`src/rtl/rpn_pkg.sv`:
```
// Shared types for the RPN calculator core: FSM states, opcodes, error codes and status values.
// The MUL opcode is only legal when the RPN_MUL_EN macro is defined (decided in rpn_alu).
package rpn_pkg;

  typedef enum logic [2:0] {
    S_IDLE = 3'd0,
    S_PUSH = 3'd1,
    S_EXEC = 3'd2,
    S_WB   = 3'd3,
    S_ERR  = 3'd4
  } state_t;

  typedef enum logic [2:0] {
    OP_ADD = 3'd0,
    OP_SUB = 3'd1,
    OP_AND = 3'd2,
    OP_OR  = 3'd3,
    OP_XOR = 3'd4,
    OP_SHL = 3'd5,
    OP_MUL = 3'd6,
    OP_RSV = 3'd7
  } op_t;

  typedef enum logic [1:0] {
    ERR_NONE = 2'd0,
    ERR_OVF  = 2'd1,
    ERR_UNF  = 2'd2,
    ERR_OPC  = 2'd3
  } err_t;

  localparam logic [2:0] STATUS_IDLE = 3'd0;
  localparam logic [2:0] STATUS_PUSH = 3'd1;
  localparam logic [2:0] STATUS_EXEC = 3'd2;
  localparam logic [2:0] STATUS_WB   = 3'd3;
  localparam logic [2:0] STATUS_ERR  = 3'd4;

endpackage

```
`src/rtl/rpn_alu.sv`:
```
// Combinational ALU for the RPN core: result, carry and opcode legality.
// Opcode 6 (MUL) exists only when RPN_MUL_EN is defined; otherwise it reports illegal.
module rpn_alu
  import rpn_pkg::*;
#(
  parameter int WIDTH = 16
) (
  input  logic [WIDTH-1:0] a_i,
  input  logic [WIDTH-1:0] b_i,
  input  logic [2:0]       op_i,
  output logic [WIDTH-1:0] res_o,
  output logic             carry_o,
  output logic             legal_o
);

  localparam int SW = $clog2(WIDTH);

  logic [WIDTH:0] sum;
  assign sum = {1'b0, a_i} + {1'b0, b_i};

`ifdef RPN_MUL_EN
  logic [2*WIDTH-1:0] prod;
  assign prod = {{WIDTH{1'b0}}, a_i} * {{WIDTH{1'b0}}, b_i};
`endif

  always_comb begin
    res_o   = '0;
    carry_o = 1'b0;
    legal_o = 1'b1;
    case (op_t'(op_i))
      OP_ADD: begin
        res_o   = sum[WIDTH-1:0];
        carry_o = sum[WIDTH];
      end
      OP_SUB: begin
        res_o   = a_i - b_i;
        carry_o = (a_i < b_i);
      end
      OP_AND: res_o = a_i & b_i;
      OP_OR:  res_o = a_i | b_i;
      OP_XOR: res_o = a_i ^ b_i;
      OP_SHL: res_o = a_i << b_i[SW-1:0];
`ifdef RPN_MUL_EN
      OP_MUL: begin
        res_o   = prod[WIDTH-1:0];
        carry_o = |prod[2*WIDTH-1:WIDTH];
      end
`endif
      default: legal_o = 1'b0;
    endcase
  end

endmodule

```
`src/rtl/rpn_stack_calc.sv`:
```
// RPN calculator core: Enter-driven FSM, operand latch, stack register array and occupancy counter.
// Optional multiplier is enabled by defining RPN_MUL_EN (see rpn_alu).
module rpn_stack_calc
  import rpn_pkg::*;
#(
  parameter int WIDTH = 16,
  parameter int DEPTH = 4
) (
  input  logic                       clk,
  input  logic                       Reset_n,
  input  logic                       Clear,
  input  logic                       Enter_pulse,
  input  logic                       IsOp,
  input  logic [WIDTH-1:0]           DataIn,
  input  logic [2:0]                 OpIn,
  output logic [WIDTH-1:0]           Top,
  output logic [$clog2(DEPTH+1)-1:0] Count,
  output logic [2:0]                 Status,
  output logic                       Busy,
  output logic                       Error,
  output logic [1:0]                 ErrCode,
  output logic                       Carry
);

  localparam int CW = $clog2(DEPTH + 1);
  localparam int IW = $clog2(DEPTH);

  state_t           state_q, state_d;
  err_t             err_q, err_d;
  logic [CW-1:0]    count_q;
  logic             carry_q;
  logic [WIDTH-1:0] stack_q [DEPTH];
  logic [WIDTH-1:0] data_q;
  logic [2:0]       op_q;
  logic [WIDTH-1:0] res_q;
  logic             rcarry_q;
  logic             latch_en;

  logic [IW-1:0]    idx_top, idx_nos, idx_push;
  logic [2:0]       alu_op;
  logic [WIDTH-1:0] alu_res;
  logic             alu_carry, alu_legal;

  assign idx_top  = IW'(count_q - CW'(1));
  assign idx_nos  = IW'(count_q - CW'(2));
  assign idx_push = IW'(count_q);

  // Legality is judged on the live opcode in IDLE; EXEC computes with the latched one.
  assign alu_op = (state_q == S_EXEC) ? op_q : OpIn;

  rpn_alu #(.WIDTH(WIDTH)) u_alu (
    .a_i     (stack_q[idx_nos]),
    .b_i     (stack_q[idx_top]),
    .op_i    (alu_op),
    .res_o   (alu_res),
    .carry_o (alu_carry),
    .legal_o (alu_legal)
  );

  always_comb begin
    state_d  = state_q;
    err_d    = err_q;
    latch_en = 1'b0;
    case (state_q)
      S_IDLE: begin
        if (Enter_pulse) begin
          latch_en = 1'b1;
          if (!IsOp) begin
            if (count_q == CW'(DEPTH)) begin
              state_d = S_ERR;
              err_d   = ERR_OVF;
            end else begin
              state_d = S_PUSH;
            end
          end else if (count_q < CW'(2)) begin
            state_d = S_ERR;
            err_d   = ERR_UNF;
          end else if (!alu_legal) begin
            state_d = S_ERR;
            err_d   = ERR_OPC;
          end else begin
            state_d = S_EXEC;
          end
        end
      end
      S_PUSH: state_d = S_IDLE;
      S_EXEC: state_d = S_WB;
      S_WB:   state_d = S_IDLE;
      S_ERR: begin
        if (Enter_pulse) begin
          state_d = S_IDLE;
          err_d   = ERR_NONE;
        end
      end
      default: state_d = S_IDLE;
    endcase
    if (Clear) begin
      state_d  = S_IDLE;
      err_d    = ERR_NONE;
      latch_en = 1'b0;
    end
  end

  always_ff @(posedge clk or negedge Reset_n) begin
    if (!Reset_n) begin
      state_q <= S_IDLE;
      err_q   <= ERR_NONE;
      count_q <= '0;
      carry_q <= 1'b0;
      for (int i = 0; i < DEPTH; i++) stack_q[i] <= '0;
    end else begin
      state_q <= state_d;
      err_q   <= err_d;
      if (Clear) begin
        count_q <= '0;
        carry_q <= 1'b0;
      end else if (state_q == S_PUSH) begin
        stack_q[idx_push] <= data_q;
        count_q           <= count_q + CW'(1);
      end else if (state_q == S_WB) begin
        stack_q[idx_nos] <= res_q;
        count_q          <= count_q - CW'(1);
        carry_q          <= rcarry_q;
      end
    end
  end

  // Operand latch and EXEC result register carry no reset; they are always written before use.
  always_ff @(posedge clk) begin
    if (latch_en) begin
      data_q <= DataIn;
      op_q   <= OpIn;
    end
    if (state_q == S_EXEC) begin
      res_q    <= alu_res;
      rcarry_q <= alu_carry;
    end
  end

  assign Top     = (count_q == '0) ? '0 : stack_q[idx_top];
  assign Count   = count_q;
  assign Status  = state_q;
  assign Busy    = (state_q == S_PUSH) || (state_q == S_EXEC) || (state_q == S_WB);
  assign Error   = (state_q == S_ERR);
  assign ErrCode = err_q;
  assign Carry   = carry_q;

endmodule

```
`config.mk`:
```
export PLATFORM = sky130hd
export DESIGN_NAME = rpn_stack_calc
export DESIGN_NICKNAME = d
export VERILOG_FILES = /design/src/rtl/rpn_pkg.sv /design/src/rtl/rpn_alu.sv /design/src/rtl/rpn_stack_calc.sv
export SDC_FILE = /design/constraint.sdc
export NUM_CORES = 1
export LEC_CHECK = 0
export ABC_AREA = 0
export CORE_ASPECT_RATIO = 0.8
export CORE_UTILIZATION = 23
export DETAILED_ROUTE_END_ITERATION = 10
export PLACE_DENSITY = 0.39
export SYNTH_ARGS = -nofsm -noshare
export SYNTH_HDL_FRONTEND = slang
export SYNTH_SLANG_ARGS = --single-unit
```
`constraint.sdc`:
```
create_clock -name clk -period 12.75 [get_ports clk]
set_clock_uncertainty 0.1 [all_clocks]
set_input_delay 3.825 -clock clk [delete_from_list [all_inputs] [get_ports clk]]
set_output_delay 3.825 -clock clk [all_outputs]
set_load 0.02 [all_outputs]
```
# Word-level counts from Yosys, hierarchy flattened
# Cells that the tools add are included.
[word_totals]
reg_bits = 109
inputBits = 24
output_inout_bits = 27
wordCells = 107
[classes]
n_addsub = 5
magnitude_cmp = 7
n_eq_ne = 15
n_shift = 1
muxes = 44
bitwise = 7
n_reduce_logical = 16
[op_table]
columns = ["op", "count"]
rows = [
  ["bitwise mux 64 bit", 2],
  ["two-way mux 64 bit", 2],
  ["two-way mux 16 bit", 7],
  ["one-hot mux 16 bit (6 select lines)", 1],
  ["binary-select mux 16 bit (select 2 bit)", 2],
  ["demux 16 bit (select 2 bit)", 2],
  ["two-way mux 3 bit", 11],
  ["adder 16 x 16 -> 17 bit", 1],
  ["bitwise AND 16 bit", 1],
  ["less-than comparator 16 bit", 1],
  ["bitwise OR 16 bit", 1],
  ["<< shifter 16 x 4 -> 16 bit", 1],
  ["subtractor 16 bit", 1],
  ["bitwise XOR 16 bit", 1],
  ["two-way mux 2 bit", 7],
  ["== test 3 x 2 -> 1 bit, second input constant", 4],
  ["== test 3 bit, second input constant", 4],
  [">= comparator 3 bit, second input constant", 3],
  ["zero test 3 bit", 3],
  ["NOT 2 -> 3 bit", 3],
  ["one-hot mux 3 bit (3 select lines)", 1],
  ["two-way mux 1 bit", 7],
  ["== test 3 x 1 -> 1 bit, second input constant", 2],
  ["less-than comparator 3 x 1 -> 1 bit, second input constant", 2],
  ["other kinds (18)", 25],
]

# Depth between registers and ports, before layout
# Gate-level depths: netlist of the first run.
[logic_depth]
ltp_word = 11
depth_mapped = 20
mapped_depth_nobuf = 13

# Hierarchy
# A second synthesis of the first run with hierarchy kept.
[unflattened]
cells_unflattened = 965
area_unflattened_um2 = 9595.5
[modules_own_cells]
columns = ["module", "instances", "cells_per_inst", "area_each_um2"]
rows = [
  ["rpn_stack_calc", 1, 517, 6533.8],
  ["rpn_alu", 1, 448, 3061.7],
]

# Worst setup path before layout of the first run
# OpenSTA, ideal clock, no wires.
[synth_timing]
path_kind = "flip-flop to output port"
from = "register count_q[0], in the netlist Count[0]"
to = "output Top[2]"
arrival_time_ps = 2966
t_required_ps = 8825
path_slack_ps = 5859
path_stages_with_launch = 12
n_path_buf = 7
path_cell_list = "dfrtp_1 -> buf_6 -> buf_12 -> buf_6 -> clkbuf_1 -> inv_1 -> ha_1 -> buf_6 -> mux4_1 -> buf_2 -> buf_1 -> and2_1"
[synth_via]
elab_chain_cells = 6
[synth_rtl]
columns = ["item", "line_no", "source"]
rows = [
  ["start, declared", "rpn_stack_calc.sv:30", "logic [CW-1:0] count_q;"],
  ["start signal, assigned", "rpn_stack_calc.sv:119", "count_q <= count_q + CW'(1);"],
  ["start signal, assigned", "rpn_stack_calc.sv:122", "count_q <= count_q - CW'(1);"],
  ["subtractor 3 x 1 -> 3 bit", "n/a", ""],
  ["NOT 2 -> 3 bit (implied by the code)", "rpn_stack_calc.sv:140", "assign Top = (count_q == '0) ? '0 : stack_q[idx_top];"],
  ["binary-select mux 16 bit (select 2 bit)", "rpn_stack_calc.sv:140", ""],
  ["two-way mux 16 bit (implied by the code) (2 in a row)", "rpn_stack_calc.sv:140", ""],
  ["two-way mux 16 bit (*)", "rpn_stack_calc.sv:140", ""],
  ["end, declared", "rpn_stack_calc.sv:16", "output logic [WIDTH-1:0] Top,"],
]
# Every way passes the cells marked *; elsewhere a longest branch is shown, timed or not. The select of a mux whose other input is x is not followed.

# Worst setup path in the final report of the first run
# Same ends and word-level chain as after synthesis.

==> impl_metrics.json, run 1 <==
{
  "cts-htree-levels": 3,
  "finalPower_mw": 1.33,
  "cp-start-kind": "flip-flop",
  "grt_util_all_layers_pct": 16.9,
  "slew_violations": 0,
  "clk_path_buf_depth": 2,
  "clk_pin_slew_worst_paths_ps": 70,
  "holdPathEnd": "ErrCode[0]",
  "setup_viol": 0,
  "top_usage_layer": "met1",
  "grt_pass1_vias": 7448,
  "hold_path_startpoint": "ErrCode[0]",
  "critPathMaxFanout": 37,
  "cp.required_ps": 8820,
  "synth_enable_flop_cells": 36,
  "r2r_cells": 14,
  "use_met3_pct": 2.93,
  "drt_iter0_drc": 666,
  "status": "finished, final reports clean",
  "synth_area_um2": 8640,
  "fillers": 4000,
  "synthCells": 937,
  "synth_nets": 1020,
  "die_w_um": 219,
  "setup_slack_ps": 5030,
  "period_share_pct": 60.6,
  "seq_area_um2": 2910,
  "pin_count": 51,
  "ir_worst_vdd_mv": 0.0659,
  "num_antenna_cells": 0,
  "met2_usage_pct": 24.7,
  "endpoint_kind": "output port",
  "clkSinkCount": 109,
  "stdcell_area_um2": 9880,
  "layout-area-overhead-vs-synth_pct": 14.3,
  "drc": 0,
  "die-area_um2": 38400,
  "relSlewSlack_pct": 23.4,
  "seq_area_frac_synth_pct": 33.6,
  "hpwl_mm": 23.1,
  "crit_arrival_ps": 3800,
  "async_flop_share_pct": 67.0,
  "core-area_um2": 37000,
  "yosysWarnings": 0,
  "place.gp.congestion": 0.878,
  "layout_commonest_cell": "nand2_1",
  "cts_resized": 0,
  "fin_tns_setup_ps": 0,
  "p_leak_nw": 3.64,
  "wl_mm": 31.7,
  "avgSynthCellArea_um2": 9.22,
  "grt_pass1_wl_mm": 48.7,
  "die_h_um": 175,
  "num_vias": 7450,
  "max_freq_ghz": 0.129,
  "power_density_nw_per_um2": 135,
  "start_util_pct": 23.3,
  "grt.met1_usage_pct": 26.1,
  "via_per_inst": 5.18,
  "multi_input_area_um2": 5290,
  "synth_cell_types": 70,
  "final_cell_mix": "nand2_1, o21ai_0, nor2_1, dfrtp_1, a22oi_1",
  "rows": 63,
  "clockRootBuffer": "clkbuf_16",
  "place_area_um2": 9570,
  "cap_viol_max_count": 0,
  "final_util_pct": 26.7,
  "ant_nets": 0,
  "dp_cells": 1421,
  "r2r-end": "res_q[12]",
  "grt_start_max_net_pins": 74,
  "whs_path_depth": 2,
  "rr_startpoint": "Count[0]",
  "final_hold_viol_count": 0,
  "drive_above_1_share_pct": 7.58,
  "cts_buffers": 9,
  "stdcell_count": 1437,
  "cts_setup_buffers": 0,
  "hold_buffers": 0,
  "period_minus_slack_ps": 7720,
  "synth-main-ff-cell": "dfrtp_1",
  "dp_slack_ps": 5340,
  "rsz0062_at_grt": "false",
  "holdWs_ps": 391,
  "port_buffers": 50,
  "critPathKind": "reg -> out",
  "cts_tree": "yes",
  "r2r_setup_slack_ps": 6450,
  "grt_remaining_overflow": 0,
  "clkLatencyLatePin_ps": 370,
  "worst_pin_slew_ps": 1130,
  "nets": 1028,
  "firstDrtPassIters": 6,
  "wire_per_inst_um": 22.0,
  "antenna_found_initial": 0,
  "ys_ff_latch": 109,
  "hp-class": "reg -> reg"
}
[cells by family (layout without fill, tap and decap cells)]
| family | Yosys count | after routing | share of synthesized area (%) |
|---|---|---|---|
| multiplexers | 65 | 65 | 13.1 |
| flip-flops | 109 | 109 | 33.6 |
| AO/OA/AOI/OAI | 306 | 306 | 23.0 |
| buffers and inverters | 112 | 125 | 5.73 |
| adder cells (fa/ha/maj) | 59 | 59 | 8.71 |
| AND/OR/NAND/NOR | 281 | 281 | 15.3 |
| XOR/XNOR | 5 | 5 | 0.507 |
[state kept, by name (all words and copies together) (netlist names)]
signal    count
Carry         1
Count         3
ErrCode       2
Status        3
data_q       16
op_q          3
rcarry_q      1
res_q        16
stack_q      64
[layer usage]
metal | up-vias | routed length [um]
met4 | 0 | 206
li1 | 3506 | -
met3 | 18 | 1760
met1 | 3708 | 16300
met2 | 218 | 13400
met5 | - | 0
[where the power goes]
part / leakage (nW) / internal [mW] / total [mW] / switching, mW
Sequential: 1.30 / 0.408 / 0.445 / 0.0371
Clock: 0.152 / 0.169 / 0.304 / 0.136
Combinational: 2.18 / 0.221 / 0.583 / 0.362
[synth_stat cells (all sizes together) (3+ instances only)]
master | instances | area share [%]
a221o | 6 | 0.69
o211a | 3 | 0.35
mux4 | 32 | 8.9
or3 | 6 | 0.43
clkbuf | 47 | 2.0
nor2b | 12 | 0.87
a2111oi | 4 | 0.41
dfrtp | 73 | 21
a211oi | 7 | 0.61
nor4 | 8 | 0.75
nor2 | 85 | 3.7
inv | 47 | 2.0
xnor2 | 3 | 0.30
and3 | 9 | 0.65
a21oi | 66 | 3.9
a32oi | 3 | 0.30
a22oi | 67 | 5.8
nand2b | 11 | 0.80
o41ai | 3 | 0.30
ha | 57 | 8.3
edfxtp | 36 | 13
buf | 18 | 1.7
o21ai | 88 | 5.1
o221ai | 6 | 0.68
mux2 | 7 | 1.0
o31ai | 5 | 0.43
o21bai | 5 | 0.43
a21o | 7 | 0.61
nor3b | 3 | 0.26
nand3 | 11 | 0.64
mux2i | 26 | 3.2
nand2 | 88 | 3.8
o211ai | 11 | 0.96
nor3 | 14 | 0.81
a222oi | 4 | 0.46
and2 | 23 | 1.7
nand4 | 5 | 0.36
a31oi | 5 | 0.36
o21a | 3 | 0.26
[worst max-delay path by stage]
stage                   to  slack, ps     start  depth (start not counted)
floorplan           Top[2]       5860  Count[0]                         11
global placement    Top[2]       5390  Count[0]                          7
detailed placement  Top[2]       5340  Count[0]                          7
CTS                 Top[2]       4930  Count[0]                          7
global route        Top[2]       4790  Count[0]                          7
finish              Top[2]       5030  Count[0]                          7
[layout make-up]
class,count,area share (%)
multi-input combinational,716,53.5
sequential,109,29.4
tap,487,6.17
timing repair buffer,62,5.95
clock buffer,13,2.73
inverter,47,1.79
clock inverter,3,0.430
[worst max-delay path: stages (launching register included)]
cell and delay, ps:
dfrtp_2 340, buf_4 440, inv_1 190, ha_1 320
buf_4 330, mux4_1 940, and2_1 300, clkdlybuf4s50_1 540
Power figures use the tool's default switching activity.
==> run 2, diff against run 1 <==
--- a/config.mk
+++ b/config.mk
@@ -9,7 +9,7 @@
 export CORE_ASPECT_RATIO = 0.8
 export CORE_UTILIZATION = 23
 export DETAILED_ROUTE_END_ITERATION = 10
-export PLACE_DENSITY = 0.39
+export PLACE_DENSITY = 0.4
 export SYNTH_ARGS = -nofsm -noshare
 export SYNTH_HDL_FRONTEND = slang
 export SYNTH_SLANG_ARGS = --single-unit
==> constraint.sdc (replaced) <==
create_clock -name clk -period 6.9 [get_ports clk]
set_clock_uncertainty 0.1 [all_clocks]
set_input_delay 2.07 -clock clk [delete_from_list [all_inputs] [get_ports clk]]
set_output_delay 2.07 -clock clk [all_outputs]
set_load 0.02 [all_outputs]
==> run 2 against run 1 <==
Effect of this change: core utilization fell by 0.061 points; sequential share of layout area increased by 0.067 points; sequential power is 85% higher; clock power is 67% higher; count of clock-buffer cells in the layout unchanged; critical path type unchanged; die area stayed put.
==> impl_metrics.json, run 2 (same netlist as run 1, synthesis figures left out) <==
{
  "status": "finished, final reports clean",
  "slew_violations": 0,
  "cp_cell_sequence": "buf_4 > inv_1 > ha_1 > buf_4 > mux4_1 > and2_1 > clkdlybuf4s50_1",
  "layout_commonest_cell": "nand2_1",
  "stdcell_count": 1441,
  "hpwl_mm": 23.0,
  "grt_pass1_wl_mm": 47.9,
  "setup_viol": 0,
  "grt_util_all_layers_pct": 16.8,
  "die_h_um": 175,
  "core-area_um2": 37000,
  "cp.required_ps": 4730,
  "grt_pass1_vias": 7300,
  "rsz0062_at_grt": "false",
  "ir_worst_vdd_mv": 0.0891,
  "clkSinkCount": 109,
  "cts_resized": 0,
  "antenna_found_initial": 0,
  "clockRootBuffer": "clkbuf_16",
  "hold_buffers": 0,
  "grt_remaining_overflow": 0,
  "endpoint_kind": "output port",
  "cts_setup_buffers": 0,
  "drt_iter0_drc": 596,
  "nets": 1032,
  "pin_count": 51,
  "ant_nets": 0,
  "fin_tns_setup_ps": 0,
  "drc": 0,
  "period_minus_slack_ps": 5610,
  "p_leak_nw": 3.63,
  "dp_slack_ps": 1450,
  "period_share_pct": 81.3,
  "wire_per_inst_um": 21.8,
  "via_per_inst": 5.18,
  "drive_above_1_share_pct": 7.65,
  "crit_family": "buffers and inverters",
  "cts_buffers": 9,
  "dp_cells": 1425,
  "stdcell_area_um2": 9860,
  "cpPeakStageDelay_ps": 740,
  "clkLatencyLatePin_ps": 380,
  "setup_slack_ps": 1290,
  "holdWs_ps": 397,
  "cp_common_cell": "buf_4",
  "power_density_nw_per_um2": 243,
  "firstDrtPassIters": 5,
  "relSlewSlack_pct": 18.4,
  "wl_mm": 31.4,
  "rows": 63,
  "largest_reg_flops": 64,
  "final_hold_viol_count": 0,
  "max_freq_ghz": 0.178,
  "fillers": 4009,
  "final_cell_mix": "nand2_1, o21ai_0, nor2_1, dfrtp_1, a22oi_1",
  "clk_pin_slew_worst_paths_ps": 80,
  "crit_buf_inv": 4,
  "critPathMaxFanout": 22,
  "layout-area-overhead-vs-synth_pct": 14.1,
  "critPathKind": "reg -> out",
  "cts_tree": "yes",
  "num_antenna_cells": 0,
  "num_vias": 7463,
  "crit_arrival_ps": 3440,
  "hp-class": "reg -> reg",
  "port_buffers": 50,
  "worst_pin_slew_ps": 1220,
  "place.gp.congestion": 0.822,
  "cap_viol_max_count": 0,
  "start_util_pct": 23.3,
  "clk_path_buf_depth": 2,
  "cts-htree-levels": 3,
  "place_area_um2": 9590,
  "crit_slowest_cell": "mux4_1",
  "largest-register": "stack_q",
  "top_regs": "stack_q x64, data_q x16, res_q x16",
  "grt_start_max_net_pins": 62,
  "die-area_um2": 38400,
  "die_w_um": 219,
  "cp-start-kind": "flip-flop"
}
## run 2: changes by cell type in the layout (fill, tap and decap cells not counted), sizes merged
cell / delta
buf: +4
bufinv: -1
inv: +1
## run 2: through the flow
step                      power [mW]  utilization, %
after floorplan                 1.56               -
after global placement          1.90            25.9
after detailed placement        1.89            25.9
after CTS                       2.41            26.6
after global routing            2.56            26.6
final                           2.40            26.6
## run 2: power breakdown
part	internal [mW]	switching [mW]	total (mW)
clock	0.256	0.253	0.509
combinational	0.410	0.653	1.06
sequential	0.754	0.0694	0.824
total	1.42	0.976	2.40
## run 2: worst min-delay path: cells and delay by family, from the launching register on
| family | cells | cell delay [ps] |
|---|---|---|
| AOI/OAI and AO/OA | 1 | 60 |
| and+or+nand+nor | 1 | 50 |
| DFF | 1 | 350 |
## run 2: per-layer routing
metal  part of all wire [%]  GRT usage (%)  wire [um]  up-vias
met3                    5.2           3.38       1620       34
met2                     43           24.8      13500      227
met1                     50           24.8      15900     3683
li1                       -              -          -     3519
met4                    1.5           3.76        471        0
met5                      0              0          0        -
## run 2: final timing paths
path,from,end,slack [ps],cells past startpoint
max,Count[1],Top[6],1290,7
min,stack_q[6],stack_q[6],400,2
max reg2reg,Count[1],res_q[12],1380,13
min reg2reg,stack_q[6],stack_q[6],400,2
max in group asynchronous,Reset_n,stack_q[12],4160,2
min in group asynchronous,Reset_n,Count[1],1430,1
## run 2: area by class of cell
cell class              instances  area [um^2]  area share [%]
flip-flops and latches        109         2910            29.5
clock inverters                 3         20.0           0.203
well taps                     487          609            6.18
multi-input cells             716         5280            53.5
clock buffers                  13          250            2.54
inverters                      47          176            1.79
repair buffers                 66          618            6.27
